[src/rtl/linkspeed_tx_gen.sv]
// MBTRAIN.LINKSPEED transmit-side sequencer: start handshake, point test with bounded retry,
// per-group grading, then DONE / ERROR->REPAIR|DEGRADE / PHYRETRAIN exit with an encoded result.
module linkspeed_tx_gen #(
  parameter int unsigned NUM_LANES  = 16,
  parameter int unsigned NUM_GROUPS = 2,
  parameter int unsigned MAX_RETRY  = 2,
  parameter int unsigned TMO_W      = 20,
  parameter int unsigned TMO_CYC    = 800000
) (
  input  logic                  clk,
  input  logic                  rst_n,
  input  logic                  i_en,
  input  logic [3:0]            i_sb_msg,
  input  logic                  i_sb_valid,
  input  logic                  i_pt_ack,
  input  logic [NUM_LANES-1:0]  i_lanes_result,
  input  logic                  i_valid_framing_error,
  input  logic                  i_from_repair,
  input  logic [NUM_GROUPS-1:0] i_prev_group_mask,
  output logic [3:0]            o_sb_msg,
  output logic                  o_sb_valid,
  output logic                  o_pt_en,
  output logic                  o_test_ack,
  output logic                  o_timeout,
  output logic [NUM_GROUPS-1:0] o_group_mask,
  output logic [2:0]            o_exit_code,
  output logic [2:0]            o_retry_cnt
);

  localparam int unsigned GL = NUM_LANES / NUM_GROUPS;

  localparam logic [3:0] MsgStartReq    = 4'd1;
  localparam logic [3:0] MsgStartResp   = 4'd2;
  localparam logic [3:0] MsgErrorReq    = 4'd3;
  localparam logic [3:0] MsgErrorResp   = 4'd4;
  localparam logic [3:0] MsgRepairReq   = 4'd5;
  localparam logic [3:0] MsgRepairResp  = 4'd6;
  localparam logic [3:0] MsgDegradeReq  = 4'd7;
  localparam logic [3:0] MsgDegradeResp = 4'd8;
  localparam logic [3:0] MsgDoneReq     = 4'd9;
  localparam logic [3:0] MsgDoneResp    = 4'd10;
  localparam logic [3:0] MsgPhyReq      = 4'd11;
  localparam logic [3:0] MsgPhyResp     = 4'd12;

  localparam logic [2:0] ExitNone    = 3'd0;
  localparam logic [2:0] ExitDone    = 3'd1;
  localparam logic [2:0] ExitPhy     = 3'd2;
  localparam logic [2:0] ExitRepair  = 3'd3;
  localparam logic [2:0] ExitDegrade = 3'd4;
  localparam logic [2:0] ExitTimeout = 3'd5;

  localparam logic [2:0]       MaxRetry = 3'(MAX_RETRY);
  localparam logic [TMO_W-1:0] TmoLast  = TMO_W'(TMO_CYC - 1);

  typedef enum logic [3:0] {
    StIdle,
    StStartReq,
    StPt,
    StAnalyse,
    StDoneReq,
    StPhyReq,
    StErrorReq,
    StRepairReq,
    StDegradeReq,
    StFin
  } state_e;

  // Code transmitted while parked in a request state; zero for every other state.
  function automatic logic [3:0] req_code(input state_e s);
    case (s)
      StStartReq:   req_code = MsgStartReq;
      StDoneReq:    req_code = MsgDoneReq;
      StPhyReq:     req_code = MsgPhyReq;
      StErrorReq:   req_code = MsgErrorReq;
      StRepairReq:  req_code = MsgRepairReq;
      StDegradeReq: req_code = MsgDegradeReq;
      default:      req_code = 4'd0;
    endcase
  endfunction

  function automatic logic [3:0] rsp_code(input state_e s);
    case (s)
      StStartReq:   rsp_code = MsgStartResp;
      StDoneReq:    rsp_code = MsgDoneResp;
      StPhyReq:     rsp_code = MsgPhyResp;
      StErrorReq:   rsp_code = MsgErrorResp;
      StRepairReq:  rsp_code = MsgRepairResp;
      StDegradeReq: rsp_code = MsgDegradeResp;
      default:      rsp_code = 4'd0;
    endcase
  endfunction

  state_e                state_q, state_d;
  logic [TMO_W-1:0]      cnt_q, cnt_d;
  logic [2:0]            retry_q, retry_d;
  logic [NUM_GROUPS-1:0] mask_q, mask_d;
  logic                  fe_q, fe_d;
  logic [2:0]            exit_q, exit_d;
  logic                  tmo_q, tmo_d;
  logic                  sb_valid_q, sb_valid_d;

  logic [NUM_GROUPS-1:0] mask_calc;
  logic                  in_req;
  logic                  counting;
  logic                  rsp_hit;
  logic                  partner_phy;
  logic                  tmo_hit;
  logic                  pt_done;

  always_comb begin
    mask_calc = '0;
    for (int g = 0; g < NUM_GROUPS; g++) begin
      mask_calc[g] = &i_lanes_result[g*GL +: GL];
    end
  end

  always_comb begin
    in_req      = (req_code(state_q) != 4'd0);
    counting    = in_req || (state_q == StPt);
    rsp_hit     = in_req && i_sb_valid && (i_sb_msg == rsp_code(state_q));
    partner_phy = in_req && i_sb_valid && (i_sb_msg == MsgPhyReq);
    pt_done     = (state_q == StPt) && i_pt_ack;
    tmo_hit     = counting && (cnt_q == TmoLast);
  end

  always_comb begin
    state_d = state_q;
    retry_d = retry_q;
    mask_d  = mask_q;
    fe_d    = fe_q;
    exit_d  = exit_q;
    tmo_d   = tmo_q;

    if (!i_en) begin
      state_d = StIdle;
    end else begin
      case (state_q)
        StIdle: begin
          state_d = StStartReq;
          retry_d = '0;
          mask_d  = '0;
          fe_d    = 1'b0;
          exit_d  = ExitNone;
          tmo_d   = 1'b0;
        end
        StStartReq: if (rsp_hit) state_d = StPt;
        StPt: begin
          if (i_pt_ack) begin
            state_d = StAnalyse;
            mask_d  = mask_calc;
            fe_d    = i_valid_framing_error;
          end
        end
        StAnalyse: begin
          if (fe_q && (retry_q < MaxRetry)) begin
            state_d = StPt;
            retry_d = retry_q + 3'd1;
          end else if (fe_q) begin
            state_d = StPhyReq;
          end else if (i_from_repair && |(mask_q & i_prev_group_mask)) begin
            state_d = StDoneReq;
          end else if (&mask_q) begin
            state_d = StDoneReq;
          end else begin
            state_d = StErrorReq;
          end
        end
        StDoneReq: begin
          if (rsp_hit) begin
            state_d = StFin;
            exit_d  = ExitDone;
          end
        end
        StPhyReq: begin
          if (rsp_hit) begin
            state_d = StFin;
            exit_d  = ExitPhy;
          end
        end
        StErrorReq: begin
          if (rsp_hit) state_d = (|mask_q) ? StRepairReq : StDegradeReq;
        end
        StRepairReq: begin
          if (rsp_hit) begin
            state_d = StFin;
            exit_d  = ExitRepair;
          end
        end
        StDegradeReq: begin
          if (rsp_hit) begin
            state_d = StFin;
            exit_d  = ExitDegrade;
          end
        end
        StFin:   state_d = StFin;
        default: state_d = StIdle;
      endcase

      // A partner phyretrain request beats both a matching response and the timeout.
      if (partner_phy) begin
        state_d = StFin;
        exit_d  = ExitPhy;
      end else if (tmo_hit && !rsp_hit && !pt_done) begin
        state_d = StFin;
        exit_d  = ExitTimeout;
        tmo_d   = 1'b1;
      end
    end

    if (state_d != state_q) begin
      cnt_d = '0;
    end else if (counting && (cnt_q != '1)) begin
      cnt_d = cnt_q + 1'b1;
    end else begin
      cnt_d = cnt_q;
    end

    sb_valid_d = (state_d != state_q) && (req_code(state_d) != 4'd0);
  end

  always_ff @(posedge clk) begin
    if (!rst_n) begin
      state_q    <= StIdle;
      cnt_q      <= '0;
      retry_q    <= '0;
      mask_q     <= '0;
      fe_q       <= 1'b0;
      exit_q     <= ExitNone;
      tmo_q      <= 1'b0;
      sb_valid_q <= 1'b0;
    end else begin
      state_q    <= state_d;
      cnt_q      <= cnt_d;
      retry_q    <= retry_d;
      mask_q     <= mask_d;
      fe_q       <= fe_d;
      exit_q     <= exit_d;
      tmo_q      <= tmo_d;
      sb_valid_q <= sb_valid_d;
    end
  end

  assign o_sb_msg     = req_code(state_q);
  assign o_sb_valid   = sb_valid_q;
  assign o_pt_en      = (state_q == StPt);
  assign o_test_ack   = (state_q == StFin);
  assign o_timeout    = tmo_q;
  assign o_group_mask = mask_q;
  assign o_exit_code  = exit_q;
  assign o_retry_cnt  = retry_q;

endmodule
[config.mk]
export PLATFORM = sky130hd
export DESIGN_NAME = linkspeed_tx_gen
export DESIGN_NICKNAME = d
export VERILOG_FILES = /design/src/rtl/linkspeed_tx_gen.sv
export SDC_FILE = /design/constraint.sdc
export NUM_CORES = 1
export LEC_CHECK = 0
export BUFFER_PORTS_ARGS = -buffer_cell sky130_fd_sc_hd__buf_2
export CAP_MARGIN = 15
export CORE_ASPECT_RATIO = 0.5
export CORE_MARGIN = 2
export CORE_UTILIZATION = 45
export DETAILED_ROUTE_END_ITERATION = 8
export GPL_ROUTABILITY_DRIVEN = 0
export PLACE_DENSITY = 0.73
export SYNTH_ARGS = -nofsm -noshare
export SYNTH_HDL_FRONTEND = slang
export SYNTH_SLANG_ARGS = --single-unit
[constraint.sdc]
create_clock -name clk -period 3.45 [get_ports clk]
set_input_delay 0.69 -clock clk [delete_from_list [all_inputs] [get_ports clk]]
set_output_delay 0.69 -clock clk [all_outputs]
set_load 0.005 [all_outputs]
# Word level (Yosys, flattened, before mapping)
# Cells that the tools add are included.
# W data, S select, Z words.
classes:
  add_sub_neg: 2
  magnitude_cmp: 1
  n_eq_ne: 26
  muxes: 32
  bitwise: 2
  n_reduce_logical: 30
ops:
  columns: ["op", "count"]
  rows:
  - ["$pmux W4 S6", 3]
  - ["$eq A4 B3 Y1 const B", 8]
  - ["$mux W4", 8]
  - ["$pmux W4 S7", 1]
  - ["$mux W3", 8]
  - ["$add A20 B1 Y20 const B", 1]
  - ["$eq A20 B20 Y1 const B", 1]
  - ["$ne A20 B20 Y1 const B", 1]
  - ["$eq A4 B4 Y1 const B", 4]
  - ["$ne A4 B4 Y1 const B", 4]
  - ["$reduce_and A8 Y1", 2]
  - ["$pmux W3 S5", 1]
  - ["$logic_and A1 B1 Y1", 11]
  - ["$eq A4 B1 Y1 const B", 2]
  - ["$eq A4 B2 Y1 const B", 2]
  - ["$mux W2", 4]
  - ["$reduce_bool A4 Y1", 2]
  - ["$reduce_bool A7 Y1", 1]
  - ["$pmux W3 S2", 1]
  - ["$reduce_and A3 Y1", 2]
  - ["$reduce_and A6 Y1", 1]
  - ["$reduce_or A2 Y1", 3]
  - ["$eq A4 B4 Y1", 1]
  - ["$logic_not A4 Y1", 1]
  - ["14 further kinds", 20]
word_totals:
  regBits: 35
  input_bits: 29
  out_inout_bits: 16
  elab_cells: 101

# Logic depth before layout (Yosys ltp)
logic_depth:
  ltp_word: 15
  depth_mapped: 12

# Worst setup path before layout
# OpenSTA, ideal clock, no wires.
synth_timing:
  path_type: "input to register"
  from: "in i_sb_msg[1]"
  to: "reg exit_q[1] (netlist: o_exit_code[1])"
  t_arrival_ns: 2.918
  required_ns: 3.359
  slack_ns: 0.441
  path_stages: 9
  n_path_buf: 1
  path_cell_list: "or3b_1 > a21oi_1 > o221ai_1 > a2111o_1 > clkbuf_1 > maj3_1 > o221ai_1 > a21oi_1 > a311oi_1"
synth_between:
  elab_chain_cells: 7
  elab_cells_between_ends: 15
synth_lines:
  columns: ["item", "line", "rtl"]
  rows:
  - ["start: declaration", "13", "input logic [3:0] i_sb_msg,"]
  - ["$eq A4 B4 Y1", "120", "rsp_hit = in_req && i_sb_valid && (i_sb_msg == rsp_code(state_q));"]
  - ["$logic_and A1 B1 Y1", "120", null]
  - ["$logic_not A1 Y1", "203", "end else if (tmo_hit && !rsp_hit && !pt_done) begin"]
  - ["$logic_and A1 B1 Y1 (2 in series)", "203", null]
  - ["$ne A4 B4 Y1 (no line), or another cell as far along", null, null]
  - ["$reduce_and A6 Y1 (no line) or $mux W3 (tied branches)", null, null]
  - ["end signal: assignment", "228", "exit_q <= ExitNone;"]
  - ["end signal: assignment", "237", "exit_q <= exit_d;"]
  - ["end: declaration", "98", "logic [2:0] exit_q, exit_d;"]
# Several ways; a longest one is shown, not always the timed one.
# A chain may end at the register's enable or synchronous reset.

# Worst setup path in the final report
layout_timing:
  from: "reg state_q[2]"
  to: "reg cnt_q[17]"
layout_between:
  elab_chain_cells: 13
  elab_cells_between_ends: 36
layout_lines:
  columns: ["item", "line", "rtl"]
  rows:
  - ["start: declaration", "93", "state_e state_q, state_d;"]
  - ["start signal: assignment", "223", "state_q <= StIdle;"]
  - ["start signal: assignment", "232", "state_q <= state_d;"]
  - ["parallel branches: the longest is 13 deep, another holds $pmux W4 S7", null, null]
  - ["end signal: assignment", "233", "cnt_q <= cnt_d;"]
  - ["end: declaration", "94", "logic [TMO_W-1:0] cnt_q, cnt_d;"]
# Parallel ways; which one is timed is not known.

==> flow_summary.toml <==
[outcome]
run_status = "finished clean"

[setup_path]
worst-r2r-cell-count = 10
rr_startpoint = "state_q[2]$_SDFF_PN0_"
rrSetupSlack_ps = 260
regToRegEndpoint = "cnt_q[17]$_SDFFE_PP0P_"
crit_path_start = "state_q[2]$_SDFF_PN0_"
critical_path.endpoint_type = "register"
cp_slowest_stage_delay_ps = 560
worstPathCellList = "nand2b_2 > o21ai_1 > or3b_1 > a2111o_1 > buf_4 > a21oi_1 > nand3_1 > o2111ai_2 > buf_12 > nor4_2"
critical_path.top_delay_family = "compound AO/OA/AOI/OAI gates"
worstSetupPathType = "register to register"
slowest_stage = "sky130_fd_sc_hd__dfxtp_1"
timing.critical_path.depth = 10
worst-path-max-fanout = 20
startpoint_type = "register"
critical_path_required_ps = 3630
endpoint = "cnt_q[17]$_SDFFE_PP0P_"
worst_ep_arrival_time_ps = 3370
crit_buf_inv = 2

[pwr]
pwr-share-clk_pct = 39.0
cell_internal_pwr_w = 0.0006131
cellLeakagePower_nw = 1.071
worst_voltage_drop_across_the_vdd_grid_mv = 0.1578
sequentialPowerShare_pct = 48.3
comb_power_share_pct = 12.8
netSwitchingFraction_pct = 27.81
total_switching_power_w = 0.0002361
p_per_area_nw_per_um2 = 291.3

[clock_tree]
h-tree-depth = 2
holdBufCountCts = 0
clock_tree_from_tritoncts = "yes"
worst_skew_pair.late_latency_ps = 300
clkSinkCount = 35
ctsLongestPathBuffers = 2
numCtsBuffers = 5
path_clk_slew_ps = 70
clock-root-buffer = "sky130_fd_sc_hd__clkbuf_8"

[synthesis]
synth_edf_count = 0
mappedNetlistNets = 330
syn_area_um2 = 2441
yosys_most_used_dff = "sky130_fd_sc_hd__dfxtp_1"
synth_sequential_area_ratio_pct = 28.70
yosys.area.top_type = "sky130_fd_sc_hd__dfxtp_1"
synthesis.yosys.warnings = 0
synth.avg_cell_area_um2 = 8.164
synthesis.instances = 299
synth_area_leaders = "sky130_fd_sc_hd__dfxtp_1 (29%), sky130_fd_sc_hd__nor4_2 (10%), sky130_fd_sc_hd__nor2_1 (5.1%), sky130_fd_sc_hd__a21oi_1 (4.7%), sky130_fd_sc_hd__xor2_1 (4.3%)"
ys_seq_elements = 35
async_flop_share_pct = 0
synthDistinctLibCells = 54
yosysTopAreaCellShare_pct = 28.70

[detailed_routing]
firstDrtPassIters = 5
initialDrtViolationCount = 149
totalWireLength_um = 6487
postRouteAntennaNets = 0
drc = 0
vias = 2462
via_per_inst = 5.904
detail_route.wl_per_cell_um = 15.56

[die]
core.rowCount = 18
floorplan.die_area_um2 = 6066
core_region_area_um2 = 5067
top_level_ports = 45
initial_cell_density_of_the_core_pct = 48.17
die_width_um = 108.2
die_height_um = 56.08

[global_routing]
globalRouteTotalUtil_pct = 21.99
globalRouteOverflowTotal = 0
grt_first_pass_wirelength_um = 10750
grt_pass1_vias = 2308
largest_net_degree_at_the_start_of_global_routing = 21
antenna_found_initial = 0

[placed_design]
portBuffers = 44
hpwl_um = 4728
numPlacedInstances = 409

[hold_path]
hold_path.class = "register to register"

[final_layout]
final_net_count = 377
syn2layout_area_growth_pct = 19.43
final_util_pct = 57.53
fillCellCount = 441
drive_gt1_share_pct = 28.24
post_layout_nonfiller_instances = 417
antennaDiodeCount = 0

[sta]
grt_setup_unrepaired = "false"
tightest_slew_ps = 654.5
fin_worst_skew_ps = 6.960
hold_viol_final = 0
share_of_the_clock_period_used_by_the_worst_path_pct = 92.48
timing_max_transition_violations_final = 0
timing.setup.tns_ps = 0
max_freq_mhz = 313.4
timing.max_slew.rel_slack_pct = 56.00
timing.final.setup_violations = 0
finalCriticalPeriod_ps = 3191

[job]
cap_viol_max_count = 0
worst register-to-register path: stages, from the launching register on:
cell                        delay, ps
sky130_fd_sc_hd__dfxtp_1          560
sky130_fd_sc_hd__nand2b_2         230
sky130_fd_sc_hd__o21ai_1          180
sky130_fd_sc_hd__or3b_1           410
sky130_fd_sc_hd__a2111o_1         380
sky130_fd_sc_hd__buf_4            210
sky130_fd_sc_hd__a21oi_1          290
sky130_fd_sc_hd__nand3_1          220
sky130_fd_sc_hd__o2111ai_2        300
sky130_fd_sc_hd__buf_12           220
sky130_fd_sc_hd__nor4_2            80
worst min-delay path by stage:
stage,from,to,cells past startpoint,slack (ps)
2_1_floorplan,fe_q$_SDFFE_PN0P_,fe_q$_SDFFE_PN0P_,2,450
3_3_place_gp,o_exit_code[2]$_SDFFE_PN0P_,o_exit_code[2]$_SDFFE_PN0P_,2,460
3_5_place_dp,o_exit_code[2]$_SDFFE_PN0P_,o_exit_code[2]$_SDFFE_PN0P_,2,470
4_1_cts,o_exit_code[2]$_SDFFE_PN0P_,o_exit_code[2]$_SDFFE_PN0P_,2,480
5_1_grt,fe_q$_SDFFE_PN0P_,fe_q$_SDFFE_PN0P_,2,530
6_report,o_exit_code[2]$_SDFFE_PN0P_,o_exit_code[2]$_SDFFE_PN0P_,2,480
cell type report:
class / count / area, um^2 / area share [%]
well taps: 70 / 87.58 / 3.004
multi-input cells: 236 / 1637 / 56.14
flip-flops and latches: 35 / 700.7 / 24.03
clock buffers: 6 / 82.58 / 2.833
repair buffers: 59 / 357.8 / 12.27
inverters: 9 / 33.78 / 1.159
clock inverters: 2 / 16.27 / 0.5579
flip-flops by register name (all words and copies together) (netlist names):
register and cells:
state_q 4, o_group_mask 2, o_retry_cnt 3, o_timeout 1, fe_q 1, cnt_q 20, o_sb_valid 1, o_exit_code 3
Yosys cell counts, drive strengths merged (2+ instances only):
library cell   n
dfxtp         35
nor2          33
a21oi         23
nor4          23
nand2         20
nand3         17
xor2          12
buf           11
nor3          10
inv            9
nand4          9
o21ai          9
xnor2          9
clkbuf         8
nand2b         5
and3           4
nor3b          4
o31ai          4
a21o           3
mux2i          3
nor2b          3
nor4b          3
o211ai         3
o221ai         3
or3            3
a2111oi        2
a311oi         2
ha             2
o2111a         2
o22ai          2
o311ai         2
o41ai          2
or3b           2
or4            2
or4b           2
logic make-up (layout without fill, tap and decap cells):
| kind of cell | count (synthesis) | count (layout) | share of synthesized area [%] |
|---|---|---|---|
| mux | 3 | 3 | 1.230 |
| xor+xnor | 21 | 21 | 7.535 |
| buf+inv | 28 | 76 | 5.740 |
| compound gates | 67 | 67 | 19.53 |
| simple gates | 142 | 142 | 35.83 |
| fa+ha+maj | 3 | 3 | 1.435 |
| flops | 35 | 35 | 28.70 |
through the flow:
step	worst slack (ps)	power, W	hold WS [ps]	cell area (um^2)
3_3_place_gp	167.8	0.0005222	459.5	2801
3_5_place_dp	107.5	0.0005251	466.3	2801
4_1_cts	250.0	0.0008503	477.8	2900
5_1_grt	46.77	0.0008803	530.1	2915
2_1_floorplan	440.8	0.0004859	452.9	2441
6_report	259.4	0.0008493	479.1	2915
metal layers:
metal / global-route usage (%) / share of wire [%] / up-vias / routed length (um)
li1: - / - / 1217 / -
met1: 30.13 / 47 / 1149 / 3059
met2: 33.69 / 45 / 84 / 2944
met3: 5.035 / 5.9 / 12 / 382
met4: 8.059 / 1.5 / 0 / 99
met5: 0 / 0 / - / 0
power groups by stage:
stage / registers, W / logic (W) / clock network [W]
after global routing: 0.000410 / 0.000117 / 0.000352
after detailed placement: 0.000419 / 0.000106 / 0
after floorplan: 0.000417 / 0.0000684 / 0
after CTS: 0.000410 / 0.000106 / 0.000334
final: 0.000410 / 0.000108 / 0.000331
after global placement: 0.000419 / 0.000103 / 0
repair_timing:
action                                  in CTS  in global routing
endpoints found under the setup margin       0                 20
endpoints found under the hold margin        0                  0
setup buffers                                0                  0
gates resized for setup                      0                  3
layout by cell type, fill, tap and decap left out, types with 4 or more instances in the layout:
master | Yosys | layout
sky130_fd_sc_hd__nand3_1 | 17 | 17
sky130_fd_sc_hd__nand2_1 | 20 | 20
sky130_fd_sc_hd__and3_1 | 4 | 4
sky130_fd_sc_hd__a21oi_1 | 23 | 23
sky130_fd_sc_hd__buf_2 | 7 | 44
sky130_fd_sc_hd__nand2b_1 | 5 | 4
sky130_fd_sc_hd__nor3b_1 | 4 | 4
sky130_fd_sc_hd__nor2_1 | 33 | 33
sky130_fd_sc_hd__o31ai_1 | 4 | 4
sky130_fd_sc_hd__o21ai_0 | 8 | 8
sky130_fd_sc_hd__nand4_1 | 9 | 9
sky130_fd_sc_hd__buf_4 | 1 | 13
sky130_fd_sc_hd__inv_1 | 9 | 9
sky130_fd_sc_hd__xor2_1 | 12 | 12
sky130_fd_sc_hd__nor3_1 | 10 | 10
sky130_fd_sc_hd__dfxtp_1 | 35 | 35
sky130_fd_sc_hd__nor4_2 | 20 | 20
sky130_fd_sc_hd__xnor2_1 | 9 | 8
sky130_fd_sc_hd__clkbuf_8 | 0 | 6
Power figures use the tool's default switching activity.
